<file path="src/rtl/clock_time_ctrl.sv">
// clock_time_ctrl: 1 s timebase, sec/min counting and hour/minute increment pulses with a mode-set FSM
//   clk, rst        rising-edge clock, async active-high reset
//   i_mode          mode button level (debounced); each rising edge steps RUN->SET_HOUR->SET_MIN->RUN
//   i_set_inc       increment button level (debounced); acts only in the set modes
//   o_inc_hour      one-cycle pulse to advance the external hour counter
//   o_inc_min       one-cycle pulse whenever the minute count advances
//   o_sec, o_min    seconds and minutes, 0..59
//   o_mode          0=RUN, 1=SET_HOUR, 2=SET_MIN
module clock_time_ctrl #(
  parameter int TICK_DIV = 50_000_000
) (
  input  logic       clk,
  input  logic       rst,
  input  logic       i_mode,
  input  logic       i_set_inc,
  output logic       o_inc_hour,
  output logic       o_inc_min,
  output logic [5:0] o_sec,
  output logic [5:0] o_min,
  output logic [1:0] o_mode
);
  typedef enum logic [1:0] {RUN = 2'd0, SET_HOUR = 2'd1, SET_MIN = 2'd2} mode_t;
  localparam int PW = $clog2(TICK_DIV);
  localparam logic [PW-1:0] PMAX = PW'(TICK_DIV - 1);
  mode_t         state_q;
  logic [PW-1:0] pre_q;
  logic [5:0]    sec_q, min_q, min_inc;
  logic          mode_prev_q, set_prev_q, inc_hour_q, inc_min_q;
  logic          mode_edge, set_edge, tick;
  assign mode_edge = i_mode & ~mode_prev_q;
  // a mode edge swallows a coincident set edge and a coincident tick
  assign set_edge  = i_set_inc & ~set_prev_q & ~mode_edge;
  assign tick      = (state_q == RUN) & (pre_q == PMAX) & ~mode_edge;
  assign min_inc   = (min_q == 6'd59) ? 6'd0 : min_q + 6'd1;
  always_ff @(posedge clk or posedge rst) begin
    if (rst) begin
      state_q     <= RUN;
      pre_q       <= '0;
      sec_q       <= '0;
      min_q       <= '0;
      mode_prev_q <= 1'b0;
      set_prev_q  <= 1'b0;
      inc_hour_q  <= 1'b0;
      inc_min_q   <= 1'b0;
    end else begin
      mode_prev_q <= i_mode;
      set_prev_q  <= i_set_inc;
      inc_hour_q  <= 1'b0;
      inc_min_q   <= 1'b0;
      // prescaler runs only while staying in RUN; otherwise parked at 0 so RUN re-entry waits a full period
      pre_q       <= (state_q == RUN && !mode_edge && !tick) ? pre_q + 1'b1 : '0;
      if (mode_edge) begin
        case (state_q)
          RUN: begin
            state_q <= SET_HOUR;
            sec_q   <= '0;
          end
          SET_HOUR: state_q <= SET_MIN;
          default:  state_q <= RUN;
        endcase
      end else if (tick) begin
        sec_q <= (sec_q == 6'd59) ? 6'd0 : sec_q + 6'd1;
        if (sec_q == 6'd59) begin
          min_q      <= min_inc;
          inc_min_q  <= 1'b1;
          inc_hour_q <= (min_q == 6'd59);
        end
      end else if (set_edge && state_q == SET_HOUR) begin
        inc_hour_q <= 1'b1;
      end else if (set_edge && state_q == SET_MIN) begin
        min_q     <= min_inc;
        inc_min_q <= 1'b1;
      end
    end
  end
  assign o_inc_hour = inc_hour_q;
  assign o_inc_min  = inc_min_q;
  assign o_sec      = sec_q;
  assign o_min      = min_q;
  assign o_mode     = state_q;
endmodule

</file>
<file path="config.mk">
export PLATFORM = sky130hd
export DESIGN_NAME = clock_time_ctrl
export DESIGN_NICKNAME = d
export VERILOG_FILES = /design/src/rtl/clock_time_ctrl.sv
export SDC_FILE = /design/constraint.sdc
export NUM_CORES = 1
export LEC_CHECK = 0
export ABC_AREA = 0
export BUFFER_PORTS_ARGS = -buffer_cell sky130_fd_sc_hd__buf_2
export CAP_MARGIN = 20
export CORE_UTILIZATION = 45
export CTS_CLUSTER_SIZE = 16
export DETAILED_ROUTE_END_ITERATION = 8
export PLACE_DENSITY = 0.69
export SLEW_MARGIN = 20
export SYNTH_ARGS = -nofsm -noshare
export SYNTH_HDL_FRONTEND = slang
export SYNTH_SLANG_ARGS = --single-unit
export TNS_END_PERCENT = 30
</file>
<file path="constraint.sdc">
create_clock -name clk -period 2.6 [get_ports clk]
set_input_delay 0.26 -clock clk [delete_from_list [all_inputs] [get_ports clk]]
set_output_delay 0.26 -clock clk [all_outputs]
set_load 0.05 [all_outputs]
</file>
==> results of run 1 <==
## routing by layer
metal,vias up,track usage (%)
li1,812,-
met1,726,21.5
met2,27,26.1
met3,2,4.64
met4,0,4.58
met5,-,0
## area by class of cell
| class | count | area, um^2 | area share (%) |
|---|---|---|---|
| Tap cell | 54 | 67.6 | 2.74 |
| Inverter | 7 | 26.3 | 1.07 |
| Clock buffer | 7 | 96.3 | 3.91 |
| Clock inverter | 1 | 30.0 | 1.22 |
| Sequential cell | 44 | 1100 | 44.7 |
| Multi-Input combinational cell | 167 | 1030 | 41.6 |
| Timing Repair Buffer | 22 | 118 | 4.77 |
## how the worst max path moves through the flow
| stage | startpoint | to | depth (start not counted) |
|---|---|---|---|
| final | pre_q[0]$_DFF_PP0_ | o_min[1]$_DFFE_PP0P_ | 6 |
| after global routing | pre_q[0]$_DFF_PP0_ | o_min[1]$_DFFE_PP0P_ | 6 |
| after CTS | pre_q[0]$_DFF_PP0_ | o_min[1]$_DFFE_PP0P_ | 6 |
| after detailed placement | pre_q[0]$_DFF_PP0_ | o_min[1]$_DFFE_PP0P_ | 6 |
| after global placement | pre_q[0]$_DFF_PP0_ | o_min[1]$_DFFE_PP0P_ | 6 |
| after floorplan | o_sec[0]$_DFFE_PP0P_ | o_min[5]$_DFFE_PP0P_ | 8 |
## placed cells by master, fill, tap and decap left out, types with 4 or more instances in the layout
cell / count
a21oi_1: 4
and4_1: 5
buf_2: 19
clkbuf_8: 7
dfrtp_1: 44
inv_1: 6
nand2_1: 19
nand3_1: 15
nand4_1: 6
nor2_1: 39
nor2b_1: 5
nor3_1: 6
o21ai_0: 10
o31ai_1: 4
xnor2_1: 13
xor2_1: 11
## registers in the layout (all words and copies together), names as in the netlist
register	cells
set_prev_q	1
o_inc_min	1
o_sec	6
o_min	6
mode_prev_q	1
pre_q	26
o_mode	2
o_inc_hour	1
## stage by stage
stage / power (uW) / hold WS [ns] / instances / setup WS (ns)
floorplan: 1080 / 0.291 / 225 / 0.320
finish: 1690 / 0.0358 / 302 / 0.451
CTS: 1710 / 0.0791 / 302 / 0.452
global placement: 1140 / 0.385 / 294 / 0.490
global route: 1790 / 0.0678 / 302 / 0.338
detailed placement: 1150 / 0.386 / 294 / 0.457
## power groups by stage
stage | Clock (uW) | Combinational [uW] | Sequential [uW]
after floorplan | 0 | 175 | 903
after global placement | 0 | 348 | 796
after detailed placement | 0 | 352 | 798
after CTS | 572 | 353 | 784
after global routing | 605 | 385 | 795
final | 558 | 346 | 785
## logic make-up after synthesis
| group | Yosys count | synth area share, % |
|---|---|---|
| DFF | 44 | 50.2 |
| adders and majority gates | 3 | 1.71 |
| xor gates and xnor gates | 24 | 9.58 |
| buffers and inverters | 14 | 3.02 |
| and+or+nand+nor | 112 | 25.6 |
| AOI/OAI and AO/OA | 26 | 8.84 |
| muxes | 2 | 1.03 |
==> insert_results.sql, run 1 <==
INSERT INTO impl_metrics (metric_group, metric, value, unit) VALUES
('outcome', 'status', 'completed', ''),
('sta', 'final_period_minus_worst_setup_slack', '2.15', 'ns'),
('logic_synthesis', 'post_synth_most_frequent_cells', 'dfrtp_1, nor2_1, nand2_1', ''),
('critical_path', 'timing.critical_path.required', '2.78', 'ns'),
('grt', 'first_pass_grt_wire_length', '6500', 'um'),
('critical_path', 'worst-path-buf-inv', '0', ''),
('grt', 'grt_pass1_vias', '1470', ''),
('job', 'max_cap_viol_count', '0', ''),
('clock_network', 'clock-root-buffer', 'clkbuf_8', ''),
('routing', 'post_detailed_route_drc_marker_count', '0', ''),
('logic_synthesis', 'netlist_top_cells_area', 'dfrtp_1, nor2_1, xnor2_1, xor2_1, nand3_1', ''),
('logic_synthesis', 'synth-async-reset-ratio', '100', '%'),
('sta', 'grt_setup_unrepaired', 'no', ''),
('critical_path', 'critical_path.reg2reg.startpoint', 'pre_q[0]$_DFF_PP0_', ''),
('sta', 'clock.fmax', '465', 'MHz'),
('logic_synthesis', 'synth.lib_cells_used.distinct', '38', ''),
('cells_and_area', 'stdcell_area', '0.00246', 'mm^2'),
('sta', 'final.setup.tns', '0', 'ns'),
('routing', 'detailroute.via_count', '1567', ''),
('routing', 'number_of_nets_with_antenna_violations_after_routing', '0', ''),
('critical_path', 'r2r_cells', '6', ''),
('place', 'post-dp-hpwl', '2580', 'um'),
('logic_synthesis', 'synthesis.yosys.warnings', '0', ''),
('routing', 'routed-wl-met2', '1650', 'um'),
('cells_and_area', 'fin_nets', '254', ''),
('sta', 'finalSetupViolations', '0', ''),
('critical_path', 'worstSetupStartpointType', 'flip-flop', ''),
('power', 'p_int', '1160', 'uW'),
('floorplanning', 'initial_core_util', '46.7', '%'),
('critical_path', 'slowest_cell_on_the_critical_path', 'a21oi_2', ''),
('clock_network', 'postCtsSetupBuffers', '0', ''),
('critical_path', 'critical_path.top_delay_family', 'simple AND/OR/NAND/NOR gates', ''),
('logic_synthesis', 'netlist.area_leader.share', '50.2', '%'),
('clock_network', 'cts_tree', 'built', ''),
('clock_network', 'cts_resized', '0', ''),
('routing', 'detailroute.wirelength.met3', '115', 'um'),
('sta', 'report.final.hold_viol_count', '0', ''),
('cells_and_area', 'filler_cell_count', '425', ''),
('sta', 'worst_slew_pin_slew', '0.612', 'ns'),
('logic_synthesis', 'synth.net_count', '232', ''),
('floorplanning', 'dieHeight', '71.8', 'um'),
('critical_path', 'critical_path_arrival', '2.33', 'ns'),
('floorplanning', 'coreArea', '0.00469', 'mm^2'),
('logic_synthesis', 'synth-seq-cells', '44', ''),
('floorplanning', 'io_pins', '20', ''),
('sta', 'slew_violations', '0', ''),
('sta', 'clock-skew-final', '0.00643', 'ns'),
('floorplanning', 'fp.dieArea', '0.00516', 'mm^2'),
('power', 'p_clk_share', '33.0', '%'),
('logic_synthesis', 'syn_area', '0.00219', 'mm^2'),
('critical_path', 'endpoint_of_the_worst_register_to_register_path', 'o_min[1]$_DFFE_PP0P_', ''),
('power', 'power.share.switching', '31.2', '%'),
('logic_synthesis', 'synthesis.area_per_instance', '9.75', 'um^2'),
('sta', 'max-slew-margin-rel', '59.2', '%'),
('power', 'powerDensity', '685', 'mW/mm^2'),
('clock_network', 'htreeDepth', '2', ''),
('place', 'weighted_congestion_at_the_end_of_routability_driven_global_placement', '0.749', ''),
('grt', 'grt_start_max_net_pins', '31', ''),
('cells_and_area', 'final_util', '52.5', '%'),
('min_path', 'timing.hold.worst.class', 'input port to asynchronous set/reset pin', ''),
('routing', 'drtPass1Iterations', '4', ''),
('power', 'switchingPower', '527', 'uW'),
('power', 'power.ir.vdd_worst', '0.358', 'mV'),
('clock_network', 'postCtsHoldBufs', '0', ''),
('cells_and_area', 'drive_gt1_share', '16.9', '%'),
('power', 'share_seq_of_total_power', '46.5', '%'),
('grt', 'grt_antenna_before_repair', '0', ''),
('logic_synthesis', 'number_of_synthesized_flops_with_an_enable_pin', '0', ''),
('critical_path', 'critical_path.max_stage_delay', '0.49', 'ns'),
('critical_path', 'crit_path_cell_trace', 'ha_1 > and4_1 > nor2b_1 > and4_4 > a21oi_2 > mux2_2', ''),
('routing', 'wirelength_met1', '1860', 'um');
Note: power is estimated with default switching activity, not from simulation.
==> run 2: changes to the inputs <==
--- a/config.mk
+++ b/config.mk
@@ -11,7 +11,7 @@
 export CORE_UTILIZATION = 45
 export CTS_CLUSTER_SIZE = 16
 export DETAILED_ROUTE_END_ITERATION = 8
-export PLACE_DENSITY = 0.69
+export PLACE_DENSITY = 0.72
 export SLEW_MARGIN = 20
 export SYNTH_ARGS = -nofsm -noshare
 export SYNTH_HDL_FRONTEND = slang
==> constraint.sdc (replaced) <==
create_clock -name clk -period 1.7 [get_ports clk]
set_input_delay 0.17 -clock clk [delete_from_list [all_inputs] [get_ports clk]]
set_output_delay 0.17 -clock clk [all_outputs]
set_load 0.05 [all_outputs]
==> run 2 against run 1 <==
The run now ends with setup timing left; routed wire length is 25% higher; cell area is 17% higher; first-iteration DRC count is 38% lower; count of clock-buffer cells in the layout is 1 higher; sequential power is 52% higher; sequential cell count stayed put; sequential share of layout area is 6.4 points lower; largest power group unchanged.
==> insert_results.sql, run 2 (synthesis results as in run 1) <==
INSERT INTO impl_metrics (metric_group, metric, value, unit) VALUES
('outcome', 'status', 'finished, violations left', ''),
('outcome', 'violations_in_the_final_reports', 'setup timing', ''),
('sta', 'max-slew-margin-rel', '59.8', '%'),
('clock_network', 'cts_inserted_buffers', '5', ''),
('routing', 'drt-wirelength-per-cell', '13.5', 'um'),
('floorplanning', 'rows', '25', ''),
('cells_and_area', 'filler_cell_count', '401', ''),
('power', 'power.share.switching', '33.6', '%'),
('floorplanning', 'coreArea', '0.00469', 'mm^2'),
('routing', 'detailedRoute.firstIterationViolations', '47', ''),
('routing', 'detailroute.via_count', '1785', ''),
('critical_path', 'critical_path.max_fanout', '6', ''),
('clock_network', 'worstSkewPairLatency', '0.30', 'ns'),
('sta', 'fin_hold_ws', '0.278', 'ns'),
('sta', 'report.final.hold_viol_count', '0', ''),
('routing', 'drtPass1Iterations', '4', ''),
('floorplanning', 'die_width', '71.8', 'um'),
('sta', 'grt_setup_unrepaired', 'yes', ''),
('cells_and_area', 'final_util', '61.4', '%'),
('floorplanning', 'dieHeight', '71.8', 'um'),
('cells_and_area', 'largest_register_ffs', '26', ''),
('critical_path', 'timing.critical_path.required', '1.88', 'ns'),
('grt', 'grt.overflow.total', '0', ''),
('cells_and_area', 'antenna_cells_inserted', '0', ''),
('place', 'port_buffers', '19', ''),
('floorplanning', 'fp.dieArea', '0.00516', 'mm^2'),
('cells_and_area', 'drive_gt1_share', '31.5', '%'),
('job', 'max_cap_viol_count', '0', ''),
('cells_and_area', 'layout_commonest_cell', 'dfrtp_1', ''),
('cells_and_area', 'fin_nets', '292', ''),
('cells_and_area', 'top_register', 'pre_q', ''),
('sta', 'setup_slack', '-0.268', 'ns'),
('critical_path', 'critical_path.endpoint_type', 'flip-flop', ''),
('sta', 'final_period_minus_worst_setup_slack', '1.97', 'ns'),
('grt', 'first_pass_grt_wire_length', '7670', 'um'),
('sta', 'final.setup.tns', '-8.69', 'ns'),
('routing', 'post_detailed_route_drc_marker_count', '0', ''),
('clock_network', 'clock-root-buffer', 'clkbuf_8', ''),
('clock_network', 'htreeDepth', '2', ''),
('min_path', 'timing.hold.worst.class', 'input port to flip-flop', ''),
('grt', 'grt_pass1_vias', '1744', ''),
('floorplanning', 'io_pins', '20', ''),
('sta', 'clock.fmax', '508', 'MHz'),
('sta', 'clock-skew-final', '0.00643', 'ns'),
('sta', 'finalSetupViolations', '40', ''),
('cells_and_area', 'sequential_cell_area_in_the_final_layout', '0.00110', 'mm^2'),
('place', 'weighted_congestion_at_the_end_of_routability_driven_global_placement', '0.791', ''),
('power', 'p_int', '1770', 'uW'),
('cells_and_area', 'multiInputGateArea', '0.00111', 'mm^2'),
('sta', 'worst_slew_pin_slew', '0.599', 'ns'),
('routing', 'detail_route.wirelength', '4570', 'um'),
('cells_and_area', 'synthToLayoutAreaGrowth', '31.4', '%'),
('clock_network', 'cts_tree', 'built', ''),
('power', 'powerDensity', '927', 'mW/mm^2'),
('routing', 'via_per_inst', '5.25', ''),
('cells_and_area', 'mostFrequentLayoutCells', 'dfrtp_1, nor2_1, buf_4', ''),
('critical_path', 'critical_path_arrival', '2.15', 'ns'),
('power', 'p_clk_share', '25.3', '%'),
('grt', 'grt_start_max_net_pins', '30', ''),
('critical_path', 'critical_path_class', 'flip-flop to flip-flop', ''),
('sta', 'finalCritPeriodShare', '116', '%'),
('grt', 'grt_antenna_before_repair', '0', ''),
('critical_path', 'worstSetupStartpointType', 'flip-flop', ''),
('clock_network', 'ctsLongestPathBuffers', '2', ''),
('power', 'switchingPower', '897', 'uW'),
('grt', 'groute.usage.overall', '19.2', '%'),
('power', 'share_comb_of_total_power', '30.2', '%'),
('power', 'p_leak', '0.00132', 'uW'),
('place', 'place_worst_setup_slack', '-0.250', 'ns'),
('sta', 'slew_violations', '0', ''),
('floorplanning', 'initial_core_util', '46.7', '%'),
('power', 'share_seq_of_total_power', '44.4', '%'),
('clock_network', 'worst_setup_hold_path_clk_slew', '0.08', 'ns'),
('clock_network', 'cts.sink_count', '44', ''),
('power', 'power.ir.vdd_worst', '0.481', 'mV'),
('routing', 'number_of_nets_with_antenna_violations_after_routing', '0', ''),
('place', 'post-dp-hpwl', '3070', 'um');
==> run 2: cell types whose count changed in the layout (fill, tap and decap cells not counted), sizes merged <==
cell,delta
dlygate4sd3,+3
inv,-1
bufinv,-1
buf,+33
clkinv,+1
clkbuf,+3
==> run 2: what timing repair did <==
| item | 4_1_cts | 5_1_grt |
|---|---|---|
| hold buffers | 3 | 0 |
| pin swaps | 4 | 3 |
| cloned | 0 | 2 |
| hold endpoints to repair | 17 | 0 |
| endpoints found under the setup margin | 39 | 40 |
| buffers inserted | 1 | 1 |
| gates resized for setup | 10 | 9 |
==> run 2: final timing paths <==
kind                                       from                     to  slack, ns  cells past startpoint
max                         pre_q[16]$_DFF_PP0_   o_min[5]$_DFFE_PP0P_      -0.27                      7
max reg2reg                 pre_q[16]$_DFF_PP0_   o_min[5]$_DFFE_PP0P_      -0.27                      7
max in group asynchronous                   rst   o_sec[0]$_DFFE_PP0P_       0.78                      4
min reg2reg                o_sec[5]$_DFFE_PP0P_   o_sec[5]$_DFFE_PP0P_       0.51                      1
min in group asynchronous                   rst  o_mode[1]$_DFFE_PP0N_       0.41                      3
min                                      i_mode  o_mode[1]$_DFFE_PP0N_       0.28                      4
==> run 2: final cells by class <==
type                    instances  share of cell area (%)
multi-input cells             167                    38.5
flip-flops and latches         44                    38.3
repair buffers                 60                    16.8
clock buffers                   8                    3.13
well taps                      54                    2.34
inverters                       7                   0.912
==> run 2: per-layer routing <==
layer / up-vias / global-route usage [%] / part of all wire (%)
met5: - / 0 / 0
met2: 28 / 33.1 / 50
li1: 894 / - / -
met4: 0 / 7.84 / 1.2
met1: 858 / 23.5 / 46
met3: 5 / 3.80 / 3.0
==> run 2: critical path: stages, from the launching register on <==
cell and delay, ns:
dfrtp_1 0.39, or4b_4 0.55, nor3_4 0.14, and4_4 0.27, a21oi_4 0.08, buf_6 0.16, o31ai_4 0.17, o41ai_2 0.09
==> run 2: power groups by stage <==
stage / combinational, uW / sequential [uW] / clock, uW
floorplan: 270 / 1380 / 0
global placement: 658 / 1200 / 0
detailed placement: 671 / 1200 / 0
CTS: 686 / 1190 / 694
global route: 876 / 1200 / 735
finish: 808 / 1190 / 676
==> run 2: stage by stage <==
| step | instance area [um^2] | instances | power [uW] |
|---|---|---|---|
| floorplan | 2220 | 225 | 1650 |
| global placement | 2620 | 325 | 1860 |
| detailed placement | 2620 | 325 | 1880 |
| CTS | 2800 | 337 | 2570 |
| global route | 2880 | 340 | 2810 |
| finish | 2880 | 340 | 2670 |
==> run 3: changes to the inputs <==
--- a/config.mk
+++ b/config.mk
@@ -8,10 +8,10 @@
 export ABC_AREA = 0
 export BUFFER_PORTS_ARGS = -buffer_cell sky130_fd_sc_hd__buf_2
 export CAP_MARGIN = 20
-export CORE_UTILIZATION = 45
+export CORE_UTILIZATION = 40
 export CTS_CLUSTER_SIZE = 16
 export DETAILED_ROUTE_END_ITERATION = 8
-export PLACE_DENSITY = 0.72
+export PLACE_DENSITY = 0.66
 export SLEW_MARGIN = 20
 export SYNTH_ARGS = -nofsm -noshare
 export SYNTH_HDL_FRONTEND = slang
==> run 3 against run 2 <==
Non-clock buffer count rose by 5; fmax rose by 1.3%; critical path depth shrank 1; via count increased by 1.3%; count of clock-buffer cells in the layout is 1 lower; the run still ends with setup timing left; register-to-register slack better by 0.02 ns; clock power rose by 28%; first-iteration DRC count shrank 17%; die area grew 12%.
==> insert_results.sql, run 3 (synthesis results as in run 1) <==
INSERT INTO impl_metrics (metric_group, metric, value, unit) VALUES
('outcome', 'status', 'finished, violations left', ''),
('outcome', 'violations_in_the_final_reports', 'setup timing', ''),
('routing', 'number_of_nets_with_antenna_violations_after_routing', '0', ''),
('power', 'power.total', '2850', 'uW'),
('cells_and_area', 'multiInputGateArea', '0.00111', 'mm^2'),
('cells_and_area', 'top_register', 'pre_q', ''),
('routing', 'drtPass1Iterations', '4', ''),
('place', 'post-dp-hpwl', '3120', 'um'),
('routing', 'post_detailed_route_drc_marker_count', '0', ''),
('place', 'placement.cell_area', '0.00266', 'mm^2'),
('cells_and_area', 'fin_nets', '297', ''),
('clock_network', 'cts_tree', 'built', ''),
('grt', 'grt_antenna_before_repair', '0', ''),
('sta', 'final_period_minus_worst_setup_slack', '1.94', 'ns'),
('place', 'port_buffers', '19', ''),
('routing', 'via_per_inst', '5.01', ''),
('critical_path', 'worstSetupStartpointType', 'flip-flop', ''),
('floorplanning', 'io_pins', '20', ''),
('clock_network', 'clock-root-buffer', 'clkbuf_8', ''),
('grt', 'grt_pass1_vias', '1731', ''),
('sta', 'max-slew-margin-rel', '73.3', '%'),
('clock_network', 'worstSkewPairLatency', '0.30', 'ns'),
('sta', 'slew_violations', '0', ''),
('sta', 'grt_setup_unrepaired', 'yes', ''),
('job', 'max_cap_viol_count', '0', ''),
('place', 'place_worst_setup_slack', '-0.258', 'ns'),
('floorplanning', 'rows', '26', ''),
('sta', 'clock-skew-final', '0.00777', 'ns'),
('min_path', 'timing.hold.worst.class', 'input port to asynchronous set/reset pin', ''),
('grt', 'first_pass_grt_wire_length', '7710', 'um'),
('cells_and_area', 'sequential_cell_area_in_the_final_layout', '0.00110', 'mm^2'),
('sta', 'clock.fmax', '515', 'MHz'),
('critical_path', 'critical_path.max_stage_delay', '0.55', 'ns'),
('power', 'powerDensity', '967', 'mW/mm^2'),
('routing', 'detail_route.wirelength', '4510', 'um'),
('critical_path', 'critical_path_class', 'flip-flop to flip-flop', ''),
('grt', 'grt_start_max_net_pins', '27', ''),
('grt', 'grt.overflow.total', '0', ''),
('sta', 'worst_slew_pin_slew', '0.399', 'ns'),
('sta', 'final.setup.tns', '-7.45', 'ns'),
('cells_and_area', 'layout_commonest_cell', 'dfrtp_1', ''),
('grt', 'groute.usage.overall', '16.6', '%'),
('routing', 'detailroute.via_count', '1808', ''),
('place', 'weighted_congestion_at_the_end_of_routability_driven_global_placement', '0.776', ''),
('floorplanning', 'fp.dieArea', '0.00578', 'mm^2'),
('cells_and_area', 'stdcell_area', '0.00295', 'mm^2'),
('critical_path', 'slowest_cell_on_the_critical_path', 'or4b_4', ''),
('cells_and_area', 'synthToLayoutAreaGrowth', '34.5', '%'),
('critical_path', 'critical_path.max_fanout', '3', ''),
('clock_network', 'worst_setup_hold_path_clk_slew', '0.08', 'ns'),
('critical_path', 'r2r_cells', '6', ''),
('critical_path', 'worstSetupPathDepth', '6', ''),
('critical_path', 'worst-path-buf-inv', '0', ''),
('cells_and_area', 'drive_gt1_share', '33.0', '%'),
('power', 'power.ir.vdd_worst', '0.575', 'mV'),
('clock_network', 'cts.sink_count', '44', ''),
('critical_path', 'critical_path.endpoint_type', 'flip-flop', ''),
('critical_path', 'critical_path_arrival', '2.13', 'ns'),
('sta', 'report.final.hold_viol_count', '0', ''),
('sta', 'fin_hold_ws', '0.477', 'ns'),
('routing', 'detailedRoute.firstIterationViolations', '39', ''),
('sta', 'setup_slack', '-0.243', 'ns'),
('routing', 'drt-wirelength-per-cell', '12.5', 'um'),
('cells_and_area', 'largest_register_ffs', '26', ''),
('floorplanning', 'initial_core_util', '42.1', '%'),
('critical_path', 'critical_path.top_delay_family', 'simple AND/OR/NAND/NOR gates', ''),
('clock_network', 'cts_inserted_buffers', '5', ''),
('cells_and_area', 'antenna_cells_inserted', '0', ''),
('cells_and_area', 'filler_cell_count', '468', ''),
('critical_path', 'crit_path_cell_trace', 'or4b_4 > nor3_4 > and4_4 > a21oi_4 > nor2_2 > mux2_4', ''),
('sta', 'finalCritPeriodShare', '114', '%'),
('critical_path', 'timing.critical_path.required', '1.89', 'ns'),
('cells_and_area', 'mostFrequentLayoutCells', 'dfrtp_1, buf_4, nor2_1', ''),
('clock_network', 'htreeDepth', '2', ''),
('power', 'p_leak', '0.00135', 'uW'),
('sta', 'finalSetupViolations', '39', ''),
('floorplanning', 'die_width', '76.1', 'um'),
('floorplanning', 'dieHeight', '76.1', 'um'),
('floorplanning', 'coreArea', '0.00520', 'mm^2'),
('clock_network', 'ctsLongestPathBuffers', '2', '');
## run 3: cell types whose count changed in the layout (fill, tap and decap cells not counted), sizes merged
cell    previous run  this run
buf               55        60
bufinv             0         1
clkbuf            10         9
clkinv             1         0
inv                6         7
## run 3: worst paths after layout
| kind | slack (ns) | endpoint | startpoint |
|---|---|---|---|
| max | -0.24 | o_min[2]$_DFFE_PP0P_ | pre_q[16]$_DFF_PP0_ |
| min | 0.48 | o_inc_hour$_DFF_PP0_ | rst |
| max reg2reg | -0.24 | o_min[2]$_DFFE_PP0P_ | pre_q[16]$_DFF_PP0_ |
| min reg2reg | 0.51 | o_sec[5]$_DFFE_PP0P_ | o_sec[5]$_DFFE_PP0P_ |
| max in group asynchronous | 0.65 | pre_q[4]$_DFF_PP0_ | rst |
| min in group clk | 0.51 | o_sec[5]$_DFFE_PP0P_ | o_sec[5]$_DFFE_PP0P_ |
## run 3: tightest hold or removal path: cells and delay by family
family                 cells  cell delay (ns)
buffers and inverters      4             1.01
## run 3: area by class of cell
| type | instances | share of cell area (%) |
|---|---|---|
| Clock buffer | 7 | 3.27 |
| Clock inverter | 1 | 1.02 |
| Inverter | 7 | 0.891 |
| Multi-Input combinational cell | 167 | 37.5 |
| Sequential cell | 44 | 37.4 |
| Tap cell | 70 | 2.97 |
| Timing Repair Buffer | 65 | 16.9 |
## run 3: where the power goes
part	total [uW]	switching, uW	internal [uW]	leakage (uW)
clock network	865	347	518	0.0000645
logic	805	477	328	0.000688
registers	1180	61.5	1120	0.000599
total	2850	886	1970	0.00135
## run 3: through the flow
| stage | utilization [%] | cells |
|---|---|---|
| after floorplan | - | 225 |
| after global placement | 51.1 | 345 |
| after detailed placement | 51.1 | 345 |
| after CTS | 55.3 | 358 |
| after global routing | 56.7 | 361 |
| final | 56.7 | 361 |
## run 3: timing repair
item	in CTS	in global routing
hold buffers	3	0
pin swaps	6	1
gates cloned	0	2
resized for setup	10	4
endpoints found under the hold margin	27	0
setup buffers	2	1
endpoints found under the setup margin	39	40
## run 3: metal layers
layer / GRT usage [%] / part of all wire [%]
met1: 20.6 / 47
met3: 3.35 / 2.6
met2: 28.8 / 49
met4: 5.77 / 1.4
met5: 0 / 0
